File: src/rtl/bsg_idiv_arb_pkg.sv
// ============================================================================
// Module  : bsg_idiv_arb_pkg
// Brief   : Shared types and helpers for the divider-sharing arbiter.
// Revision: 1.0 - initial release
// ============================================================================
`default_nettype none

package bsg_idiv_arb_pkg;

  typedef enum logic [1:0] {
    ST_IDLE  = 2'd0,
    ST_ISSUE = 2'd1,
    ST_BUSY  = 2'd2,
    ST_DIVZ  = 2'd3
  } state_e;

  // Pointer to the requester just after the winner, wrapping N-1 -> 0.
  function automatic int unsigned rr_next_ptr(input int unsigned id, input int unsigned n);
    return (id + 1 >= n) ? 0 : id + 1;
  endfunction

endpackage

`default_nettype wire

File: src/rtl/bsg_idiv_arb_rr.sv
// ============================================================================
// Module  : bsg_idiv_arb_rr
// Brief   : Round-robin picker: first valid index at or after the pointer.
// Revision: 1.0 - initial release
// ============================================================================
`default_nettype none

module bsg_idiv_arb_rr #(
  parameter int  num_req_p   = 4,
  localparam int id_width_lp = $clog2(num_req_p)
) (
  input  logic [num_req_p-1:0]   i_valid,
  input  logic [id_width_lp-1:0] i_ptr,
  output logic [num_req_p-1:0]   o_grant,
  output logic [id_width_lp-1:0] o_grant_id
);

  logic [id_width_lp:0] w_idx;
  logic                 w_found;

  always_comb begin
    o_grant    = '0;
    o_grant_id = '0;
    w_found    = 1'b0;
    w_idx      = '0;
    for (int i = 0; i < num_req_p; i++) begin
      // ptr + i stays below 2N, so one conditional subtract is the modulo.
      w_idx = {1'b0, i_ptr} + (id_width_lp+1)'(i);
      if (w_idx >= (id_width_lp+1)'(num_req_p))
        w_idx = w_idx - (id_width_lp+1)'(num_req_p);
      if (!w_found && i_valid[w_idx[id_width_lp-1:0]]) begin
        o_grant[w_idx[id_width_lp-1:0]] = 1'b1;
        o_grant_id                      = w_idx[id_width_lp-1:0];
        w_found                         = 1'b1;
      end
    end
  end

endmodule

`default_nettype wire

File: src/rtl/bsg_idiv_share_arbiter.sv
// ============================================================================
// Module  : bsg_idiv_share_arbiter
// Brief   : Shares one iterative divider among num_req_p requesters, round-robin,
//           one division in flight. Optional macro BSG_IDIV_ARB_DIVZ_BYPASS_EN
//           answers zero-divisor requests locally without using the divider.
// Revision: 1.0 - initial release
// ============================================================================
`default_nettype none

module bsg_idiv_share_arbiter
  import bsg_idiv_arb_pkg::*;
#(
  parameter int  num_req_p   = 4,
  parameter int  width_p     = 64,
  localparam int id_width_lp = $clog2(num_req_p)
) (
  input  logic                           clk_i,
  input  logic                           reset_n_i,
  input  logic [num_req_p-1:0]           req_v_i,
  output logic [num_req_p-1:0]           req_ready_and_o,
  input  logic [num_req_p*width_p-1:0]   req_dividend_i,
  input  logic [num_req_p*width_p-1:0]   req_divisor_i,
  input  logic [num_req_p-1:0]           req_signed_i,
  output logic [num_req_p-1:0]           resp_v_o,
  output logic [width_p-1:0]             resp_quotient_o,
  output logic [width_p-1:0]             resp_remainder_o,
  input  logic [num_req_p-1:0]           resp_yumi_i,
  output logic                           div_v_o,
  input  logic                           div_ready_and_i,
  output logic [width_p-1:0]             div_dividend_o,
  output logic [width_p-1:0]             div_divisor_o,
  output logic                           div_signed_o,
  input  logic                           div_v_i,
  output logic                           div_yumi_o,
  input  logic [width_p-1:0]             div_quotient_i,
  input  logic [width_p-1:0]             div_remainder_i
);

  typedef struct packed {
    logic               sign;
    logic [width_p-1:0] dividend;
    logic [width_p-1:0] divisor;
  } op_rec_t;

  state_e                 r_state;
  logic [id_width_lp-1:0] r_rr_ptr;
  logic [id_width_lp-1:0] r_owner;
  op_rec_t                r_op;

  logic [num_req_p-1:0]   w_grant;
  logic [id_width_lp-1:0] w_grant_id;
  logic                   w_any_req;
  op_rec_t                w_win_op;
  logic                   w_div_yumi;

  bsg_idiv_arb_rr #(
    .num_req_p (num_req_p)
  ) u_rr (
    .i_valid    (req_v_i),
    .i_ptr      (r_rr_ptr),
    .o_grant    (w_grant),
    .o_grant_id (w_grant_id)
  );

  assign w_any_req = |req_v_i;

  always_comb begin
    w_win_op          = '0;
    w_win_op.sign     = req_signed_i[w_grant_id];
    w_win_op.dividend = req_dividend_i[int'(w_grant_id)*width_p +: width_p];
    w_win_op.divisor  = req_divisor_i[int'(w_grant_id)*width_p +: width_p];
  end

  always_ff @(posedge clk_i) begin
    if (!reset_n_i) begin
      r_state  <= ST_IDLE;
      r_rr_ptr <= '0;
      r_owner  <= '0;
      r_op     <= '0;
    end else begin
      case (r_state)
        ST_IDLE: begin
          if (w_any_req) begin
            r_op     <= w_win_op;
            r_owner  <= w_grant_id;
            r_rr_ptr <= id_width_lp'(rr_next_ptr(32'(w_grant_id), 32'(num_req_p)));
`ifdef BSG_IDIV_ARB_DIVZ_BYPASS_EN
            r_state  <= (w_win_op.divisor == '0) ? ST_DIVZ : ST_ISSUE;
`else
            r_state  <= ST_ISSUE;
`endif
          end
        end
        ST_ISSUE: if (div_ready_and_i) r_state <= ST_BUSY;
        ST_BUSY:  if (w_div_yumi)      r_state <= ST_IDLE;
`ifdef BSG_IDIV_ARB_DIVZ_BYPASS_EN
        ST_DIVZ:  if (resp_yumi_i[r_owner]) r_state <= ST_IDLE;
`endif
        default:  r_state <= ST_IDLE;
      endcase
    end
  end

  // Handshake outputs are forced low during reset regardless of the old state.
  always_comb begin
    req_ready_and_o  = '0;
    div_v_o          = 1'b0;
    resp_v_o         = '0;
    resp_quotient_o  = '0;
    resp_remainder_o = '0;
    w_div_yumi       = 1'b0;
    if (reset_n_i) begin
      case (r_state)
        ST_IDLE:  req_ready_and_o = w_grant;
        ST_ISSUE: div_v_o = 1'b1;
        ST_BUSY: begin
          resp_v_o[r_owner] = div_v_i;
          if (div_v_i) begin
            resp_quotient_o  = div_quotient_i;
            resp_remainder_o = div_remainder_i;
          end
          w_div_yumi = div_v_i & resp_yumi_i[r_owner];
        end
`ifdef BSG_IDIV_ARB_DIVZ_BYPASS_EN
        ST_DIVZ: begin
          resp_v_o[r_owner] = 1'b1;
          resp_quotient_o   = '1;
          resp_remainder_o  = r_op.dividend;
        end
`endif
        default: ;
      endcase
    end
  end

  assign div_yumi_o     = w_div_yumi;
  assign div_dividend_o = r_op.dividend;
  assign div_divisor_o  = r_op.divisor;
  assign div_signed_o   = r_op.sign;

endmodule

`default_nettype wire
File: config.mk
export PLATFORM = sky130hd
export DESIGN_NAME = bsg_idiv_share_arbiter
export DESIGN_NICKNAME = d
export VERILOG_FILES = /design/src/rtl/bsg_idiv_arb_pkg.sv /design/src/rtl/bsg_idiv_arb_rr.sv /design/src/rtl/bsg_idiv_share_arbiter.sv
export SDC_FILE = /design/constraint.sdc
export NUM_CORES = 1
export LEC_CHECK = 0
export CAP_MARGIN = 40
export CORE_AREA = 2 2 359 361
export CTS_CLUSTER_SIZE = 24
export DETAILED_ROUTE_END_ITERATION = 12
export DIE_AREA = 0 0 361 363
export PLACE_DENSITY_LB_ADDON = 0.25
export SLEW_MARGIN = 40
export SYNTH_ARGS = -nofsm -noshare
export SYNTH_HDL_FRONTEND = slang
export SYNTH_SLANG_ARGS = --single-unit
File: constraint.sdc
create_clock -name clk_i -period 8.8 [get_ports clk_i]
set_input_delay 2.2 -clock clk_i [delete_from_list [all_inputs] [get_ports clk_i]]
set_output_delay 2.2 -clock clk_i [all_outputs]
set_load 0.03 [all_outputs]
======== Word-level counts from Yosys, hierarchy flattened ========
Index checks and enable logic that the tools add are counted.
operators by class
  add/subtract/negate cells ............... 8
  order comparisons ....................... 16
  equality and inequality tests ........... 5
  shift-type cells ........................ 2
  mux-type cells .......................... 56
  bitwise gates (word level) .............. 5
  reductions and logical operators ........ 15
operators with widths
  kind                   number
  $shiftx A256 B9 Y64    2
  $mux W64               6
  $mux W4                8
  $mux W2                12
  $lt A2 B3 Y1 const B   6
  $mux W1                18
  $bmux W1 S2            6
  $ge A3 B3 Y1 const B   4
  $or A4 B4 Y4           3
  $demux W1 S2           5
  $ge A2 B1 Y1 const B   5
  $logic_and A1 B1 Y1    8
  $sub A2 B1 Y2 const B  4
  $add A2 B1 Y3 const B  2
  $add A2 B2 Y3 const B  2
  $ne A2 B2 Y1 const B   3
  $pmux W2 S3            1
  $and A4 B4 Y4          1
  $reduce_or A4 Y1       1
  $ge A2 B3 Y1 const B   1
  $logic_not A1 Y1       3
  $reduce_and A3 Y1      1
  $eq A2 B1 Y1 const B   1
  $eq A2 B2 Y1 const B   1
  other kinds (3)        3
storage, ports and cells
  register bits after elaboration ......... 135
  input port bits ......................... 656
  word-level logic and storage cells ...... 113

======== Longest topological paths before layout ========
Gate-level depths: netlist of run 1.
  depth after elaboration ................. 17
  depth in mapped cells ................... 17
  mapped depth without buffers ............ 11

======== Cells and area by module ========
From an unflattened synthesis of run 1, not the netlist that was laid out.
unflattened totals
  cells, all modules ...................... 843
  area, all modules ....................... 9992.1 µm²
modules (own cells, without submodules)
  module                  instances  cells an instance  area an instance (µm²)  sequential area each (µm²)
  bsg_idiv_share_arbiter  1          778                9502.9                  2702.6
  bsg_idiv_arb_rr         1          65                 489.2                   0.0

======== Least setup slack after synthesis of run 1 ========
Ideal clock, no wire load.
  kind .................................... input port to output port
  start point ............................. input port req_v_i[2]
  end point ............................... output port req_ready_and_o[0]
  data arrival time ....................... 3640 ps
  required time ........................... 6600 ps
  slack ................................... 2960 ps
  stages .................................. 7
  path through ............................ buf_2 -> nor3b_1 -> a21oi_1 -> o31a_1 -> o21ai_0 -> a221oi_1 -> nor2_1
on the way
  cells in the longest elaborated chain, start to end .. 14
  elaborated cells on any way between the ends .. 26
ends and longest elaborated chain
  element                        RTL line                       RTL
  from (decl)                    bsg_idiv_share_arbiter.sv:19   input logic [num_req_p-1:0] req_v_i,
  $bmux W1 S2                    bsg_idiv_arb_rr.sv:31          if (!w_found && i_valid[w_idx[id_width_lp-1:0]]) begin
  $mux W1 (not written as such)  bsg_idiv_arb_rr.sv:31
  $mux W1                        bsg_idiv_arb_rr.sv:31
  $logic_not A1 Y1               bsg_idiv_arb_rr.sv:31
  $logic_and A1 B1 Y1            bsg_idiv_arb_rr.sv:31
  $mux W1                        bsg_idiv_arb_rr.sv:31
  $logic_not A1 Y1               bsg_idiv_arb_rr.sv:31
  $logic_and A1 B1 Y1            bsg_idiv_arb_rr.sv:31
  $mux W1                        bsg_idiv_arb_rr.sv:31
  $logic_not A1 Y1               bsg_idiv_arb_rr.sv:31
  $logic_and A1 B1 Y1            bsg_idiv_arb_rr.sv:31
  $mux W4 (*)                    bsg_idiv_arb_rr.sv:31
  $mux W4 (*)                    bsg_idiv_share_arbiter.sv:113  case (r_state)
  $mux W4 (*)                    bsg_idiv_share_arbiter.sv:112  if (reset_n_i) begin
  to (decl)                      bsg_idiv_share_arbiter.sv:20   output logic [num_req_p-1:0] req_ready_and_o,
Every way passes the cells marked *; elsewhere a longest branch is shown, timed or not. The select of a mux whose other input is x is not followed.

======== Worst setup path in the final report of run 1 ========
  start point ............................. input port req_v_i[2]
  end point ............................... output port req_ready_and_o[2]
Same word-level chain as after synthesis.

==> impl_metrics.yaml, run 1 <==
power_and_ir_drop:
  p_clk_share_pct: 14.5
  ir_drop_mv: 0.191
  p_sw_share_pct: 50.2
  internal_power_mw: 3.19
  p_sw_mw: 3.21
  seqPwrFrac_pct: 17.5
  power_density_nw_per_um2: 283
  pwr-share-comb_pct: 68.0
  leakage_nw: 7.47
logic_synthesis:
  synth_most_common_cell: "a221oi_1"
  synth.largest_area_cell: "dfxtp_1"
  ys_types: 44
  synth_top_area_share_pct: 25.2
  ys_seq_area_share_pct: 25.2
  ys_ff_latch: 135
  synth_edf_count: 0
  synth_cells: 1183
  async_reset_ff_share_pct: 0
  synth-warning-count: 0
  ys.flop_type: "dfxtp_1"
  syn_area_um2: 10700
  synth_area_per_cell_um2: 9.05
  syn_nets: 1848
  synth_common_cells: "a221oi_1 (252), dfxtp_1 (135), nor3_1 (133)"
  netlist_top_cells_area: "dfxtp_1 (25%), a221oi_1 (21%), a221o_1 (12%)"
placed_design:
  globalplace.congestion: 0.783
  hpwlAfterDp_mm: 83.3
  dpl_cell_area_um2: 21800
  io_buffers: 922
worst_setup_path:
  endpoint: "req_ready_and_o[2]"
  reg2reg_to: "div_divisor_o[31]"
  critPathLaunch: "req_v_i[2]"
  start_kind: "primary input"
  crit_required_ns: 6.60
  critPathMaxFanout: 15
  r2r_slack_ns: 4.27
  r2r_start: "r_rr_ptr[0]"
  path_class: "in2out"
  reg2regPathDepth: 10
  cp.arrival_ns: 4.89
  cp-end-kind: "output port"
sta:
  clock_skew_ns: 0.0200
  finalCriticalPeriod_ns: 7.09
  finalCritPeriodShare_pct: 80.5
  rsz0062_at_grt: "no"
  hold_viol: 0
  tns_ns: 0
  drv_slew: 0
  whs_ns: 0.486
  clock.fmax_mhz: 141
  relSlewSlack_pct: 36.2
  tightest_slew_ns: 0.950
  setup_viol: 0
routing:
  via_per_inst: 4.04
  drc_errors: 0
  routedWlPerCell_um: 28.2
  wirelength_mm: 104
  drt_pre_antenna_iters: 5
  ant_nets: 0
  vias: 14895
  drt-initial-drc-count: 1165
min_path:
  hold_path_depth: 1
  hold_class: "reg2reg"
  min_from: "div_dividend_o[35]"
cts:
  ctsResizeCount: 0
  root_buffer: "clkbuf_16"
  clk_latency_ns: 0.53
  clockBufferDepth: 2
  h-tree-depth: 4
  cts_setup_buffers: 0
  cts.sinks: 135
  numCtsBuffers: 17
  cts-hold-fix-buffers: 0
  clk_pin_slew_worst_paths_ns: 0.07
  cts_tree: "done"
grt:
  grt_pass1_vias: 15040
  overflow: 0
  antenna_found_initial: 64
  grt_pass1_wl_mm: 136
  grt_max_degree: 111
  grt.total_usage_pct: 15.2
floorplan:
  fp.dieW_um: 361
  start_util_pct: 8.43
  core_um2: 127000
  num_io_pins: 923
  std_cell_rows: 131
  fp.dieArea_um2: 131000
  die_h_um: 363
final_layout:
  area_growth_syn_to_layout_pct: 111
  fin_area_um2: 22600
  nFillCells: 14182
  layout.nets: 2663
  drive_above_1_share_pct: 7.91
flow_run:
  max-cap-violations: 0
status:
  outcome: "completed"
==> state kept, by name (all words and copies together), names as in the netlist <==
name	count
div_dividend_o	64
div_divisor_o	64
r_owner	2
r_rr_ptr	2
div_signed_o	1
r_state	2
==> logic make-up after synthesis <==
family          after synthesis  synth area share [%]
flops                       135                  25.2
mux                         135                  14.7
compound gates              417                  35.8
fa+ha+maj                     9                  1.05
buf+inv                     168                  6.58
simple gates                319                  16.6
==> worst min path at each step <==
stage / to / slack (ns)
global placement: div_dividend_o[29] / 0.47
global route: div_divisor_o[16] / 0.50
floorplan: r_owner[1] / 0.53
CTS: div_dividend_o[62] / 0.49
detailed placement: div_divisor_o[31] / 0.47
finish: div_dividend_o[35] / 0.49
==> critical path, stage by stage <==
cell and delay [ns]:
clkdlybuf4s50_1 0.80, nor3b_1 0.25, a21oi_1 0.06, o31a_1 0.25, o21ai_0 0.37, a221oi_1 0.15, nor2_1 0.12, clkdlybuf4s50_1 0.68
==> cells in the final DEF (no fill, tap or decap), types with 2 or more instances in the layout <==
master and count:
inv_6 5, a21oi_1 3, or3_1 3, mux4_2 5, and3_1 2, nand2_1 9, nand2b_1 2, nand3_1 3
o21ai_0 3, buf_4 26, inv_1 5, a221o_1 129, clkbuf_8 3, a22oi_1 5, nor3_2 7, nor2b_1 2
clkbuf_16 17, a211oi_1 3, nor4_1 2, nor2_1 19, clkdlybuf4s50_1 922, buf_12 7, dfxtp_1 134, mux2_2 53
ha_1 9, a221oi_1 252, mux2_1 76, nor3b_1 2, nor2_4 5, a221oi_2 10, and2_1 130, bufinv_16 5
o21bai_4 2, o22ai_1 2, nor3_1 126, buf_6 2, diode_2 17
==> final cells by class <==
cell class                      instances  area [µm²]  area share (%)
Timing Repair Buffer                  958        9600            42.6
Multi-Input combinational cell        880        7430            32.9
Sequential cell                       135        2710            12.0
Tap cell                             1662        2080            9.22
Clock buffer                           20         467            2.07
Clock inverter                         12         210           0.932
Antenna cell                           17        42.5           0.189
Inverter                                6        27.5           0.122
==> metrics by stage <==
stage	std cells	utilization (%)	power, mW	setup WS, ns
6_report	3690	17.8	6.40	1.71
5_1_grt	3683	17.7	6.79	1.55
4_1_cts	3673	17.7	6.55	1.71
3_5_place_dp	3641	17.2	5.57	1.71
3_3_place_gp	3640	17.1	5.56	1.55
2_1_floorplan	1183	-	3.56	2.96
==> per-layer routing <==
layer | vias to the layer above | part of all wire, % | GRT usage, %
li1 | 6602 | - | -
met1 | 7353 | 38 | 16.7
met2 | 744 | 51 | 27.3
met3 | 152 | 8.4 | 5.49
met4 | 44 | 2.5 | 4.24
met5 | - | 0.28 | 0
==> power by group through the flow <==
stage	clock network, mW	logic, mW	registers [mW]
after floorplan	0	1.94	1.62
after global placement	0	4.44	1.13
after detailed placement	0	4.45	1.12
after CTS	0.982	4.45	1.12
after global routing	0.991	4.64	1.15
final	0.928	4.35	1.12
No activity file was read; power rests on OpenSTA's default activity.
==> run 2: changes to the inputs <==
--- a/config.mk
+++ b/config.mk
@@ -6,10 +6,10 @@
 export NUM_CORES = 1
 export LEC_CHECK = 0
 export CAP_MARGIN = 40
-export CORE_AREA = 2 2 359 361
+export CORE_AREA = 2 2 355 357
 export CTS_CLUSTER_SIZE = 24
 export DETAILED_ROUTE_END_ITERATION = 12
-export DIE_AREA = 0 0 361 363
+export DIE_AREA = 0 0 357 359
 export PLACE_DENSITY_LB_ADDON = 0.25
 export SLEW_MARGIN = 40
 export SYNTH_ARGS = -nofsm -noshare
==> constraint.sdc (replaced) <==
create_clock -name clk_i -period 5.9 [get_ports clk_i]
set_input_delay 1.475 -clock clk_i [delete_from_list [all_inputs] [get_ports clk_i]]
set_output_delay 1.475 -clock clk_i [all_outputs]
set_load 0.03 [all_outputs]
==> impl_metrics.yaml, run 2 (synthesis gave the netlist of run 1 again) <==
cts:
  cts_setup_buffers: 0
  h-tree-depth: 4
  clk_latency_ns: 0.53
  clockBufferDepth: 2
  root_buffer: "clkbuf_16"
  cts.sinks: 135
  ctsResizeCount: 0
  cts_tree: "done"
  cts-hold-fix-buffers: 0
  clk_pin_slew_worst_paths_ns: 0.06
  numCtsBuffers: 17
routing:
  vias: 14519
  via_per_inst: 3.93
  drt_pre_antenna_iters: 6
  wirelength_mm: 90.6
  ant_nets: 0
  routedWlPerCell_um: 24.5
  drc_errors: 0
  drt-initial-drc-count: 940
worst_setup_path:
  cp.arrival_ns: 4.02
  critPathSlowestCell: "clkdlybuf4s50_1"
  crit_chain: "clkdlybuf4s50_1 > nand2_1 > nor2_4 > buf_12 > and2_1 > clkdlybuf4s50_1"
  crit_required_ns: 4.43
  crit_top_cell: "clkdlybuf4s50_1"
  critPathMaxFanout: 131
  cp-end-kind: "output port"
  path_class: "in2out"
  crit_path_max_incr_delay_ns: 0.76
  start_kind: "primary input"
grt:
  grt_max_degree: 132
  antenna_found_initial: 29
  overflow: 0
  grt.total_usage_pct: 13.7
  grt_pass1_vias: 14876
  grt_pass1_wl_mm: 123
floorplan:
  fp.dieW_um: 357
  die_h_um: 359
  core_um2: 125000
  num_io_pins: 923
  std_cell_rows: 130
  fp.dieArea_um2: 128000
  start_util_pct: 8.59
power_and_ir_drop:
  ir_drop_mv: 0.294
  p_clk_share_pct: 13.3
  power_density_nw_per_um2: 415
  leakage_nw: 7.59
  pwr-share-comb_pct: 69.0
  internal_power_mw: 4.76
  p_sw_share_pct: 49.5
  seqPwrFrac_pct: 17.7
  p_sw_mw: 4.66
placed_design:
  io_buffers: 922
  hpwlAfterDp_mm: 70.8
  dpl_cell_area_um2: 22100
  dpl_worst_slack_ns: 0.328
  globalplace.congestion: 0.832
sta:
  clock.fmax_mhz: 182
  hold_viol: 0
  finalCritPeriodShare_pct: 93.1
  setup_slack_ns: 0.407
  setup_viol: 0
  tightest_slew_ns: 0.838
  tns_ns: 0
  finalCriticalPeriod_ns: 5.49
  drv_slew: 0
  rsz0062_at_grt: "no"
  relSlewSlack_pct: 43.7
  clock_skew_ns: 0.0153
min_path:
  hold_class: "reg2reg"
final_layout:
  layout_commonest_cell: "clkdlybuf4s50_1"
  final_cell_mix: "clkdlybuf4s50_1 (916), a221oi_1 (252), dfxtp_1 (134), nor3_1 (133), and2_1 (130)"
  fin_area_um2: 22700
  layout.nets: 2683
  nFillCells: 13915
  drive_above_1_share_pct: 8.67
  ff_latch_area_um2: 2710
  multiInputGateArea_um2: 7390
  area_growth_syn_to_layout_pct: 112
status:
  outcome: "completed"
flow_run:
  max-cap-violations: 0
## run 2: cell count changes in the layout (fill, tap and decap cells not counted), moves of 3 or more
cell	delta
buf_4	+16
nor3_2	-7
clkdlybuf4s50_1	-6
nor3_1	+7
buf_12	+13
clkinv_2	+3
## run 2: final cells by class
cell class	instances	share of cell area, %
Timing Repair Buffer	978	43.5
Clock inverter	13	0.733
Sequential cell	135	11.9
Inverter	6	0.121
Multi-Input combinational cell	880	32.5
Clock buffer	19	1.95
Antenna cell	15	0.165
Tap cell	1650	9.09
## run 2: through the flow
step	power, mW	instances	hold slack (ns)	util, %
after floorplan	5.31	1183	0.527	-
after global placement	8.31	3649	0.468	17.7
after detailed placement	8.29	3649	0.470	17.7
after CTS	9.64	3681	0.491	18.2
after global routing	10.0	3689	0.499	18.2
final	9.42	3696	0.484	18.2
## run 2: power groups by stage
stage | Clock (mW) | Combinational (mW) | Sequential, mW
2_1_floorplan | 0 | 2.90 | 2.41
3_3_place_gp | 0 | 6.63 | 1.68
3_5_place_dp | 0 | 6.61 | 1.68
4_1_cts | 1.35 | 6.62 | 1.67
5_1_grt | 1.36 | 6.95 | 1.73
6_report | 1.26 | 6.50 | 1.66
## run 2: final timing paths
check | startpoint | to | slack [ns] | depth (start not counted)
worst max-delay path | reset_n_i | resp_remainder_o[29] | 0.41 | 6
worst min-delay path | div_dividend_o[12] | div_dividend_o[12] | 0.48 | 1
worst max register to register | r_rr_ptr[0] | div_divisor_o[47] | 1.87 | 8
worst min register to register | div_dividend_o[12] | div_dividend_o[12] | 0.48 | 1
## run 2: worst max-delay path, delay by kind of cell
family | cells | cell delay [ns]
simple gates | 3 | 0.63
buf+inv | 3 | 1.82
## run 2: metal layers
| metal | GRT usage (%) | wire (µm) |
|---|---|---|
| met1 | 17.2 | 39200 |
| met2 | 21.8 | 41600 |
| met3 | 4.22 | 7330 |
| met4 | 5.06 | 2380 |
| met5 | 0 | 80 |
